[config.mk]
export PLATFORM = sky130hd
export DESIGN_NAME = aes_if_ctrl
export DESIGN_NICKNAME = d
export VERILOG_FILES = /design/src/rtl/aes_if_ctrl.sv
export SDC_FILE = /design/constraint.sdc
export NUM_CORES = 1
export LEC_CHECK = 0
export ABC_AREA = 1
export BUFFER_PORTS_ARGS = -buffer_cell sky130_fd_sc_hd__buf_2
export CAP_MARGIN = 25
export CORE_AREA = 3 3 502 504
export DETAILED_ROUTE_END_ITERATION = 7
export DIE_AREA = 0 0 505 507
export PLACE_DENSITY = 0.3
export SLEW_MARGIN = 20
export SYNTH_ARGS = -nofsm -noshare
export SYNTH_HDL_FRONTEND = slang
export SYNTH_SLANG_ARGS = --single-unit
export TNS_END_PERCENT = 1
[constraint.sdc]
create_clock -name CLK -period 2.15 [get_ports CLK]
set_input_delay 0.215 -clock CLK [delete_from_list [all_inputs] [get_ports CLK]]
set_output_delay 0.215 -clock CLK [all_outputs]
set_load 0.03 [all_outputs]
[src/rtl/aes_if_ctrl.sv]
// Clocked request controller for the aes_if scan-chain engine: latches one request,
// sequences engine reset/enable, counts trigger edges and captures the ciphertext.
module aes_if_ctrl #(
    parameter int RST_CYCLES     = 1,
    parameter int SETUP_CYCLES   = 1,
    parameter int TRIG_COUNT     = 2,
    parameter int TIMEOUT_CYCLES = 1024
) (
    input  logic         CLK,
    input  logic         RST_N,
    input  logic         load_i,
    input  logic [127:0] data_i,
    input  logic [255:0] key_i,
    input  logic         pt_sel_i,
    input  logic         key_sel_i,
    input  logic         ct_out_sel_i,
    output logic         busy_o,
    output logic         done_o,
    output logic         timeout_o,
    output logic [127:0] data_o,
    output logic [386:0] scan_chain_o,
    output logic         core_rst_n_o,
    output logic         enable_o,
    input  logic         trigger_i,
    input  logic [386:0] ciphertext_i
);

    localparam int CYC_MAX = (RST_CYCLES > SETUP_CYCLES) ? RST_CYCLES : SETUP_CYCLES;
    localparam int CW      = $clog2(CYC_MAX + 1);
    localparam int TCW     = $clog2(TRIG_COUNT + 1);
    localparam int TOW     = $clog2(TIMEOUT_CYCLES);

    localparam logic [CW-1:0]  RST_LAST   = CW'(RST_CYCLES - 1);
    localparam logic [CW-1:0]  SETUP_LAST = CW'(SETUP_CYCLES - 1);
    localparam logic [TCW-1:0] TRIG_TGT   = TCW'(TRIG_COUNT);
    localparam logic [TOW-1:0] TO_LAST    = TOW'(TIMEOUT_CYCLES - 1);

    typedef enum logic [1:0] {
        IDLE     = 2'd0,
        CORE_RST = 2'd1,
        SETUP    = 2'd2,
        RUN      = 2'd3
    } state_t;

    state_t         state, state_d;
    logic [CW-1:0]  cyc_cnt, cyc_cnt_d;
    logic [TCW-1:0] trig_cnt, trig_cnt_d, trig_inc;
    logic [TOW-1:0] to_cnt, to_cnt_d;
    logic           trig_q, trig_rise;

    logic           busy_d, done_d, timeout_d, core_rst_n_d, enable_d;
    logic [127:0]   data_d;
    logic [386:0]   scan_d;

    // Only the low 128 ciphertext bits carry the result.
    logic unused_ct;
    assign unused_ct = ^ciphertext_i[386:128];

    // Edge history runs in every state so a level already high at RUN entry never counts.
    always_ff @(posedge CLK or negedge RST_N) begin
        if (!RST_N) trig_q <= 1'b0;
        else        trig_q <= trigger_i;
    end

    assign trig_rise = trigger_i & ~trig_q;
    assign trig_inc  = trig_cnt + TCW'(1);

    always_ff @(posedge CLK or negedge RST_N) begin
        if (!RST_N) begin
            state        <= IDLE;
            cyc_cnt      <= '0;
            trig_cnt     <= '0;
            to_cnt       <= '0;
            busy_o       <= 1'b0;
            done_o       <= 1'b0;
            timeout_o    <= 1'b0;
            core_rst_n_o <= 1'b0;
            enable_o     <= 1'b0;
            data_o       <= '0;
            scan_chain_o <= '0;
        end else begin
            state        <= state_d;
            cyc_cnt      <= cyc_cnt_d;
            trig_cnt     <= trig_cnt_d;
            to_cnt       <= to_cnt_d;
            busy_o       <= busy_d;
            done_o       <= done_d;
            timeout_o    <= timeout_d;
            core_rst_n_o <= core_rst_n_d;
            enable_o     <= enable_d;
            data_o       <= data_d;
            scan_chain_o <= scan_d;
        end
    end

    always_comb begin
        state_d      = state;
        cyc_cnt_d    = cyc_cnt;
        trig_cnt_d   = trig_cnt;
        to_cnt_d     = to_cnt;
        busy_d       = busy_o;
        done_d       = 1'b0;
        timeout_d    = 1'b0;
        core_rst_n_d = core_rst_n_o;
        enable_d     = enable_o;
        data_d       = data_o;
        scan_d       = scan_chain_o;

        case (state)
            IDLE: begin
                busy_d       = 1'b0;
                enable_d     = 1'b0;
                core_rst_n_d = 1'b1;
                if (load_i) begin
                    scan_d     = {data_i, key_i, pt_sel_i, key_sel_i, ct_out_sel_i};
                    busy_d     = 1'b1;
                    cyc_cnt_d  = '0;
                    trig_cnt_d = '0;
                    to_cnt_d   = '0;
                    state_d    = CORE_RST;
                end
            end
            CORE_RST: begin
                core_rst_n_d = 1'b0;
                if (cyc_cnt == RST_LAST) begin
                    cyc_cnt_d = '0;
                    state_d   = SETUP;
                end else begin
                    cyc_cnt_d = cyc_cnt + CW'(1);
                end
            end
            SETUP: begin
                core_rst_n_d = 1'b1;
                enable_d     = 1'b0;
                if (cyc_cnt == SETUP_LAST) begin
                    cyc_cnt_d  = '0;
                    trig_cnt_d = '0;
                    to_cnt_d   = '0;
                    state_d    = RUN;
                end else begin
                    cyc_cnt_d = cyc_cnt + CW'(1);
                end
            end
            RUN: begin
                core_rst_n_d = 1'b1;
                // Completion wins over a watchdog expiry landing on the same edge.
                if (trig_rise && (trig_inc == TRIG_TGT)) begin
                    data_d   = ciphertext_i[127:0];
                    done_d   = 1'b1;
                    busy_d   = 1'b0;
                    enable_d = 1'b0;
                    state_d  = IDLE;
                end else begin
                    enable_d = 1'b1;
                    if (trig_rise) trig_cnt_d = trig_inc;
                    if (to_cnt == TO_LAST) begin
                        timeout_d = 1'b1;
                        busy_d    = 1'b0;
                        enable_d  = 1'b0;
                        state_d   = IDLE;
                    end else begin
                        to_cnt_d = to_cnt + TOW'(1);
                    end
                end
            end
            default: state_d = IDLE;
        endcase
    end

endmodule

==> summary.txt, run 1 <==
CTS
  • H-tree depth: 3
  • Clk slew on worst S/H paths: 0.07 ns
  • CTS Buffer Depth: 3
  • CTS tree: yes
  • Root buffer cell: clkbuf_16
  • CTS sink cnt: 535
  • Worst skew pair latency: 0.71 ns
  • Number of buffers created by CTS: a little under 80
  • Post-CTS Setup Inserts: 0

Setup path
  • Reg2reg setup slack: 0.25 ns
  • Startpoint types: flop
  • CP peak stage delay: ~0.40 ns
  • Critical path's top delay family: buffers and inverters
  • Buf/Inv on CP: 3
  • WS Path Type: flop to flop
  • CP Cell Sequence: inv_1, ha_2, nand2_8, inv_8, buf_12, nand2_1, nand2_1
  • CP Data Arrival Time: between 2 and 2.5 ns
  • Worst setup EP type: flop
  • CP max-delay cell: dfrtp_1
  • Reg2reg start: state[1]
  • Crit Path Max Fanout: 44
  • Most used cell, CP: nand2_1
  • CP Data Required Time: about 2.7 ns
  • Worst r2r path cells: 7
  • Worst r2r dst: scan_chain_o[366]

Yosys
  • Synthesized area: 20320 um2
  • Synth cell types: 26
  • Synthesized-area fraction occupied by xor and xnor cells: 0.0008621
  • YS warnings: 0
  • Mean Syn Cell Area: 8.773 um2
  • Multiplexer area fraction after synthesis: 0
  • Post-synthesis adder-cell area fraction: 0.004311
  • Mapped Cells: about 2300
  • Largest family of logic cells by synthesized area: simple AND/OR/NAND/NOR gates
  • Register area share after synthesis: 0.6589
  • Synth top area cells: dfrtp_1 (66%), nand2_1 (30%), buf_2 (1.7%)
  • Simple-gate share of the synthesized area: 0.3056
  • Synth Area in Compound Gates: 0.002525
  • #FFs+latches synth: approximately 540
  • Cell taking the most area after synthesis: dfrtp_1
  • Top-area cell type share of the netlist area: 0.6589
  • Syn Nets: a little over 3000

Timing
  • Peak Freq: 525.8 MHz
  • Final setup vio count: 0
  • Final worst-path setup slack: roughly 0.25 ns
  • RSZ-0062 raised after global routing: no
  • Skew final: 0.05007 ns
  • Final setup TNS: 0 ns
  • Final Max Tran Viols: 0
  • Rel. slew slack: 0.4948
  • Final count of hold timing violations: 0
  • Slew @ Worst Pin: roughly 0.76 ns
  • Min Hold Slack: about 0.24 ns
  • Final Cycle Share: 0.8845
  • Tmin final: 1.902 ns

Die
  • Die width: about 500 um
  • Die Y: about 510 um
  • FP Rows: ~180
  • Core area: 248200 um2
  • Initial Util: 0.08186
  • IO Count: between 1000 and 1500
  • DIE AREA: 256000 um2

Placed design
  • IO Port Bufs: between 1000 and 1500
  • Place WS: ~0.090 ns
  • DP Wirelength: 131200 um
  • Post-place instance area: roughly 30000 um2
  • GP Congestion: just over 0.9
  • DP Cell Count: between 6000 and 7000

Route
  • Drt wl/cell: approximately 21 um
  • Drt total wl: around 160000 um
  • DRC: 0
  • Antenna-violating nets left: 0
  • DRT Pass-1 Iters: 5
  • Vias: around 22000
  • Drt via density: approximately 3.0
  • Drt first-iter violations: between 800 and 900

Worst hold path
  • Hold WC Path Type: input pin to asynchronous set/reset pin

Power and ir drop
  • Cell Pwr Density: ~1500 nW/um2
  • Pleak: ~20 nW
  • Max VDD drop: around 0.85 mV
  • Total power: around 57 mW

Final layout
  • Fin util: 0.1544
  • Layout fillers: 28478
  • Final instance area: between 30000 and 40000 um2
  • Layout Cells excl Fill: between 7000 and 8000
  • Synth-to-layout area growth: 88.61%
  • Share of cells above drive strength 1: 0.3200
  • Fin nets: roughly 4700

Global route
  • Gr usage total: 0.1191
  • GRT overflow: 0
  • First-pass GRT wire length: roughly 210000 um
  • Largest net degree at the start of global routing: just over 90
  • Number of global-route vias before repair: between 20000 and 25000
  • Initial antenna violation count: 35

Run
  • Max-cap violations: 0

Run status
  • Status: complete, no violations
==> worst min-delay path, cell delays in order <==
cell           delay [ns]
dlygate4sd3_1        0.57
buf_8                0.29
buf_4                0.18
==> synth_stat cells (all sizes together) <==
| library cell | instances |
|---|---|
| a21o | 2 |
| a21oi | 3 |
| buf | 75 |
| clkbuf | 38 |
| dfrtp | 535 |
| ha | 7 |
| inv | 14 |
| nand2 | 1601 |
| nand3 | 10 |
| nand4 | 2 |
| nor2 | 17 |
| nor3 | 3 |
| nor3b | 1 |
| o21ai | 3 |
| o22ai | 1 |
| or2 | 2 |
| xnor2 | 1 |
| xor2 | 1 |
==> kinds of logic (layout without fill, tap and decap cells) <==
family	after synthesis	count (layout)
and+or+nand+nor	1636	1636
DFF	535	535
buffers and inverters	127	1820
AOI/OAI and AO/OA	9	9
adders and majority gates	7	7
xor gates and xnor gates	2	2
other	0	9
==> where the power goes <==
| group | leakage [nW] | total, mW | internal (mW) | switching (mW) |
|---|---|---|---|---|
| clock network | 1.24 | 13.3 | 7.86 | 5.42 |
| logic | 12.1 | 26.6 | 6.69 | 19.9 |
| registers | 6.81 | 16.7 | 14.2 | 2.50 |
==> worst max-delay path by stage <==
| stage | from | end | slack (ns) | cells past startpoint |
|---|---|---|---|---|
| 6_report | state[1] | scan_chain_o[366] | 0.25 | 7 |
| 3_3_place_gp | state[1] | scan_chain_o[153] | 0.09 | 8 |
| 2_1_floorplan | state[0] | scan_chain_o[356] | 0.65 | 7 |
| 3_5_place_dp | state[1] | scan_chain_o[153] | 0.09 | 8 |
| 4_1_cts | state[1] | scan_chain_o[366] | 0.09 | 7 |
| 5_1_grt | state[1] | scan_chain_o[153] | 0.09 | 8 |
==> sequential cells by signal (all words and copies together), names as in the netlist <==
signal,count
busy_o,1
core_rst_n_o,1
data_o,128
done_o,1
enable_o,1
scan_chain_o,387
state,2
timeout_o,1
to_cnt,10
trig_cnt,2
trig_q,1
==> metal layers <==
layer	routed length [um]	vias up	GRT usage
met5	159	-	0
met4	4906	24	0.03513
met3	22000	200	0.07650
met2	71470	939	0.1951
met1	58300	10383	0.1250
li1	-	10304	-
==> cell type report <==
cell class	instances	area (um2)	area share
Tap cell	3330	4167	0.1087
Clock inverter	30	391.6	0.01022
Multi-Input combinational cell	1654	6394	0.1668
Clock buffer	107	2182	0.05694
Antenna cell	9	22.52	0.0005877
Inverter	14	62.56	0.001632
Sequential cell	535	13390	0.3493
Timing Repair Buffer	1669	11720	0.3057
==> timing repair <==
action,CTS,global route
hold buffers,519,0
endpoints found under the hold margin,924,0
setup endpoints to repair,0,2
gates resized for setup,0,1
==> placed cells by master (no fill, tap or decap), drive strengths merged <==
cell type,count
o21ai,3
dlygate4sd3,519
dfrtp,535
clkinvlp,7
clkbuf,107
nor2,17
or2,2
a21oi,3
nand3,10
inv,20
ha,7
buf,1150
o22ai,1
nand4,2
nor3,3
bufinv,6
diode,9
a21o,2
nand2,1601
xor2,1
nor3b,1
clkinv,11
xnor2,1
Note: power is estimated with default switching activity, not from simulation.
==> run 2: changes to the inputs <==
Settings changed: ABC_AREA 1 to default, CORE_AREA 3 3 502 504 to 3 3 500 502, CTS_CLUSTER_DIAMETER from default to 30, DIE_AREA 0 0 505 507 to 0 0 503 505.
==> run 2 against run 1 <==
Die area decreased by 0.79%. Sequential power about the same. Area after synthesis decreased by 0.92%. Routed wire length down 20%. Clock skew rose by 0.0040 ns. Register-to-register slack got worse by 0.09 ns. Final area rose by 8.6%. Total power up 24%. Via count decreased by 14%. Critical endpoint is now to_cnt[2].
==> summary.txt, run 2 <==
Yosys
  • Register area share after synthesis: 0.6651
  • Number of synthesized flops with an enable pin: 0
  • Synthesized area: between 20000 and 25000 um2
  • Top-count cell post-synth: dfrtp_1
  • Mapped Cells: ~1500
  • Top-area cell type share of the netlist area: 0.6651
  • Mean Syn Cell Area: between 10 and 15 um2
  • Syn Nets: roughly 2300
  • YS warnings: 0
  • Synth cell types: 40
  • #FFs+latches synth: between 500 and 600
  • Ys async rst share: 1.000
  • Cell taking the most area after synthesis: dfrtp_1
  • Synth top area cells: dfrtp_1 (67%), mux2_2 (22%), nand2_1 (7.4%)
  • Most common library cells after synthesis: dfrtp_1 (535), nand2_1 (398), mux2_2 (388), clkbuf_1 (39), buf_2 (34)
  • Post-synth top flop: dfrtp_1

Global route
  • GRT overflow: 0
  • Largest net degree at the start of global routing: 90
  • Number of global-route vias before repair: roughly 21000
  • Initial antenna violation count: 32
  • First-pass GRT wire length: 167300 um
  • Gr usage total: 0.09553

Setup path
  • Critical path's top delay family: simple AND/OR/NAND/NOR gates
  • CP max-delay cell: dfrtp_1
  • Reg2reg start: trig_cnt[0]
  • CP Data Required Time: 2.79 ns
  • Worst setup EP type: flop
  • WS Path Type: flop to flop
  • Worst r2r dst: to_cnt[2]
  • Worst r2r path cells: 7
  • CP Cell Sequence: ha_1, nand3b_2, or2_4, inv_4, or3_1, buf_4, a221o_1
  • Reg2reg setup slack: ~0.16 ns
  • CP Data Arrival Time: 2.63 ns
  • Startpoint types: flop
  • Buf/Inv on CP: 2
  • Crit Path Max Fanout: 9
  • CP peak stage delay: approximately 0.4 ns

Route
  • Antenna-violating nets left: 0
  • Vias: 18697
  • Drt total wl: about 120000 um
  • Drt wl/cell: 18.90 um
  • Drt via density: ~2.8
  • DRT Pass-1 Iters: 4
  • DRC: 0
  • Drt first-iter violations: roughly 640

Final layout
  • Commonest non-fill, non-tap cell in the layout: buf_2
  • Synth-to-layout area growth: 106.8%
  • Share of cells above drive strength 1: 0.5350
  • Largest register FFs: slightly below 400
  • Most frequent cells in the layout: buf_2 (1037), dfrtp_1 (535), dlygate4sd3_1 (519), nand2_1 (397), mux2_2 (388)
  • Reg with most FFs: scan_chain_o
  • Fin nets: between 4000 and 5000
  • Biggest regs: scan_chain_o: 387 flops, data_o: 128 flops, to_cnt: 10 flops

Die
  • DIE AREA: around 250000 um2
  • Initial Util: 0.08193
  • IO Count: between 1000 and 1500
  • Core area: roughly 250000 um2
  • Die Y: around 510 um
  • FP Rows: between 150 and 200
  • Die width: slightly above 500 um

CTS
  • CTS Buffer Depth: 3
  • CTS tree: yes
  • Clk slew on worst S/H paths: roughly 0.040 ns
  • Worst skew pair latency: 0.79 ns
  • CTS sink cnt: 535
  • Post-CTS Setup Inserts: 0
  • Root buffer cell: clkbuf_16
  • Number of buffers created by CTS: 193
  • Post_cts resized: 0
  • H-tree depth: 4

Placed design
  • GP Congestion: approximately 0.76
  • DP Wirelength: slightly below 100000 um
  • IO Port Bufs: a little over 1000

Worst hold path
  • Hold path cells: 4
  • Hold WC Path Type: input pin to flop
  • Hold Path Origin: ciphertext_i[108]
  • Worst Hold Endpoint: data_o[108]

Timing
  • Slew @ Worst Pin: 0.6734 ns
  • Tmin final: between 1.5 and 2 ns
  • Final count of hold timing violations: 0
  • Rel. slew slack: 0.5510
  • Peak Freq: 502.8 MHz
  • Min Hold Slack: roughly 0.13 ns
  • Skew final: 0.05404 ns
  • RSZ-0062 raised after global routing: no
  • Final setup TNS: 0 ns
  • Final Cycle Share: 0.9251
  • Final Max Tran Viols: 0
  • Final setup vio count: 0

Power and ir drop
  • Cell Pwr Density: ~1700 nW/um2
  • Pleak: just under 20 nW
  • Max VDD drop: a little under 0.9 mV

Run
  • Max-cap violations: 0

Run status
  • Status: complete, no violations
==> run 2: cell count changes after synthesis, sizes merged, moves of 3 or more <==
cell    change
nor4        +4
nand3       -4
o311ai      +3
mux2      +388
nor2       -12
inv         -5
nand2    -1203
a21oi       +4
buf        -38
o21ai       +5
a31oi       +3
==> run 2: area by class of cell <==
type	count	area [um2]
Antenna cell	13	32.53
Clock buffer	293	5776
Clock inverter	59	843.3
Fill cell	27364	204100
Inverter	10	40.04
Multi-Input combinational cell	858	6387
Sequential cell	535	13390
Tap cell	3220	4029
Timing Repair Buffer	1619	11130
==> run 2: through the flow <==
step	instance area [um2]	util	power, mW	setup WS [ns]	std cells
after floorplan	20130	-	31.32	0.1265	1479
after global placement	29780	0.1212	42.24	0.1771	5723
after detailed placement	29780	0.1212	42.27	0.1595	5723
after CTS	41590	0.1693	71.60	0.1470	6594
after global routing	41610	0.1694	74.09	0.04663	6603
final	41620	0.1694	69.93	0.1611	6607
==> run 2: kinds of logic after synthesis <==
family	Yosys count	share of synthesized area
DFF	535	0.6651
and+or+nand+nor	428	0.08310
muxes	390	0.2180
buffers and inverters	86	0.01815
AOI/OAI and AO/OA	33	0.01131
adders and majority gates	7	0.004351
==> run 2: worst min-delay path, stage by stage <==
cell and delay (ns):
dlygate4sd3_1 0.52, buf_2 0.09, nand2_1 0.04, nand2_1 0.05
==> run 2: layer usage <==
layer,global-route usage,up-vias,routed length [um]
met5,0,-,18
met4,0.04260,4,4730
met3,0.07429,248,21530
met2,0.1519,1005,56160
met1,0.09038,8907,42420
li1,-,8533,-
==> run 2: how the worst max path moves through the flow <==
stage	depth (start not counted)	slack, ns	start	to
floorplan	8	0.13	state[0]	to_cnt[7]
finish	7	0.16	trig_cnt[0]	to_cnt[2]
CTS	7	0.15	trig_cnt[0]	to_cnt[2]
global route	7	0.05	trig_cnt[0]	to_cnt[7]
detailed placement	6	0.16	state[0]	scan_chain_o[342]
global placement	6	0.18	state[0]	scan_chain_o[269]
==> run 2: repair_timing <==
action / CTS / global route
hold endpoints to repair: 1058 / 0
setup endpoints to repair: 0 / 0
hold buffers: 519 / 0
==> run 2: power by group <==
part	switching (mW)	internal [mW]	total, mW
registers	2.33	14.6	16.9
logic	17.1	8.32	25.4
clock network	8.22	19.4	27.6
==> run 3: changes to the inputs <==
==> constraint.sdc (replaced) <==
create_clock -name CLK -period 2.15 [get_ports CLK]
set_input_delay 0.3225 -clock CLK [delete_from_list [all_inputs] [get_ports CLK]]
set_output_delay 0.3225 -clock CLK [all_outputs]
set_load 0.03 [all_outputs]
==> run 3 against run 2 <==
Clock-buffer cell count down 27. Critical path depth did not move. Register-to-register slack is essentially flat. Via count decreased by 0.74%. Largest cell class unchanged. Setup slack got worse by 0.011 ns. Fmax shrank 0.55%. Final cell count is essentially flat. First-iteration DRC count is 12% lower. Core utilization barely moved. Critical path type unchanged. Sequential share of layout area increased by 0.079 points. Clock power fell by 3%.
==> summary.txt, run 3 (synthesis results as in run 2) <==
Final layout
  • Commonest non-fill, non-tap cell in the layout: buf_2
  • Fin nets: between 4000 and 5000
  • Synth-to-layout area growth: 106.3%
  • Reg area: around 13000 um2
  • Biggest regs: scan_chain_o: 387 flops, data_o: 128 flops, to_cnt: 10 flops
  • Largest register FFs: about 390
  • Fin util: 0.1690
  • Most frequent cells in the layout: buf_2 (1037), dfrtp_1 (535), dlygate4sd3_1 (517), nand2_1 (397), mux2_2 (388)
  • Reg with most FFs: scan_chain_o
  • Area of the multi-input gates: around 6400 um2
  • Share of cells above drive strength 1: 0.5382
  • Layout fillers: about 27000

Power and ir drop
  • Internal: 41.66 mW
  • Switching power total: 27.50 mW
  • Pleak: between 15 and 20 nW
  • Comb power frac: 0.368
  • Max VDD drop: 0.6942 mV
  • Sequential share of power: 0.244
  • Net Sw Frac: 0.3977
  • Clk network pwr share: 0.388
  • Cell Pwr Density: 1666 nW/um2

Route
  • DR WL met3: between 20000 and 25000 um
  • Drt via density: approximately 2.8
  • DRT Pass-1 Iters: 4
  • Vias: about 19000
  • Top layer in use: met5
  • Routed length on met1: 42490 um
  • Antenna-violating nets left: 0
  • Drt wl/cell: 18.80 um
  • Drt first-iter violations: 562
  • DRC: 0
  • Drt total wl: approximately 120000 um
  • Metal2 WL: about 55000 um

Worst hold path
  • Hold WC Path Type: input pin to flop

Timing
  • Final count of hold timing violations: 0
  • Peak Freq: ~500 MHz
  • Slew @ Worst Pin: 0.6177 ns
  • Min Hold Slack: between 0.1 and 0.15 ns
  • Final Cycle Share: 0.9302
  • Final setup TNS: 0 ns
  • Rel. slew slack: 0.5882
  • Final setup vio count: 0
  • Skew final: between 0.05 and 0.06 ns
  • Tmin final: approximately 2.0 ns
  • RSZ-0062 raised after global routing: no
  • Final Max Tran Viols: 0

Global route
  • Gr usage total: 0.09443
  • Initial antenna violation count: 30
  • First-pass GRT wire length: about 170000 um
  • Largest net degree at the start of global routing: 90
  • Number of global-route vias before repair: about 21000
  • GRT overflow: 0

CTS
  • CTS tree: yes
  • Worst skew pair latency: roughly 0.8 ns
  • Number of buffers created by CTS: 183
  • H-tree depth: 4
  • CTS Buffer Depth: 3
  • Clk slew on worst S/H paths: 0.04 ns
  • CTS sink cnt: 535
  • Root buffer cell: clkbuf_16

Setup path
  • WS Path Type: flop to flop
  • Most used cell, CP: or3_1
  • CP Data Required Time: 2.83 ns
  • Startpoint types: flop
  • Worst setup EP type: flop
  • CP max-delay cell: dfrtp_1
  • Crit Path Max Fanout: 4
  • CP Cell Sequence: ha_1, nand3b_2, or2_4, inv_4, or3_1, or3_1, o311ai_2
  • CP peak stage delay: approximately 0.4 ns
  • CP Data Arrival Time: 2.68 ns

Die
  • FP Rows: 182
  • IO Count: 1298
  • Initial Util: 0.08193
  • Die Y: roughly 500 um
  • Core area: 245700 um2
  • DIE AREA: about 250000 um2
  • Die width: just over 500 um

Placed design
  • GP Congestion: about 0.75
  • DP Wirelength: between 90000 and 100000 um
  • IO Port Bufs: 1038

Run
  • Max-cap violations: 0

Run status
  • Status: complete, no violations
==> run 3: what timing repair did <==
action / CTS / global route
setup buffers: 0 / 0
endpoints found under the hold margin: 882 / 0
setup endpoints to repair: 0 / 1
hold buffers: 518 / 0
resized for setup: 0 / 1
==> run 3: layer usage <==
layer,GRT usage,vias up
met5,0,-
met4,0.04009,6
met3,0.07426,239
met2,0.1490,1010
met1,0.09049,8777
li1,-,8527
==> run 3: final timing paths <==
| path | cells past startpoint | to | start | slack [ns] |
|---|---|---|---|---|
| worst max-delay path | 7 | to_cnt[7] | trig_cnt[0] | 0.15 |
| worst min-delay path | 5 | trig_cnt[0] | load_i | 0.15 |
| worst max register to register | 7 | to_cnt[7] | trig_cnt[0] | 0.15 |
| worst min register to register | 2 | data_o[118] | data_o[118] | 0.46 |
| max in group asynchronous | 4 | scan_chain_o[216] | RST_N | 1.32 |
| min in group asynchronous | 3 | scan_chain_o[52] | RST_N | 0.22 |
==> run 3: final cells by class <==
cell class | count | share of cell area
Tap cell | 3220 | 0.09703
Clock inverter | 76 | 0.02462
Inverter | 10 | 0.0009643
Timing Repair Buffer | 1631 | 0.2713
Antenna cell | 8 | 0.0004821
Sequential cell | 535 | 0.3224
Clock buffer | 266 | 0.1294
Multi-Input combinational cell | 858 | 0.1538
==> run 3: worst max-delay path: cells and delay by family, from the launching register on <==
family          cells  cell delay (ns)
fa+ha+maj           1             0.23
flops               1             0.40
simple gates        4             0.99
buf+inv             1             0.04
compound gates      1             0.23
==> run 3: stage by stage <==
stage	cells	total power [mW]	worst slack [ns]	instance area [um2]
after global routing	6603	73.23	0.0005824	41520
after global placement	5736	42.32	0.1614	29910
after floorplan	1479	31.32	0.1265	20130
after CTS	6596	70.90	0.1132	41500
final	6604	69.16	0.1501	41520
after detailed placement	5736	42.30	0.1427	29910
==> run 3: power groups by stage <==
stage	Sequential, mW	Combinational, mW	Clock [mW]
floorplan	25.5	5.77	0
global placement	16.9	25.4	0
detailed placement	17.0	25.3	0
CTS	17.0	26.2	27.7
global route	17.5	27.5	28.3
finish	16.9	25.4	26.8
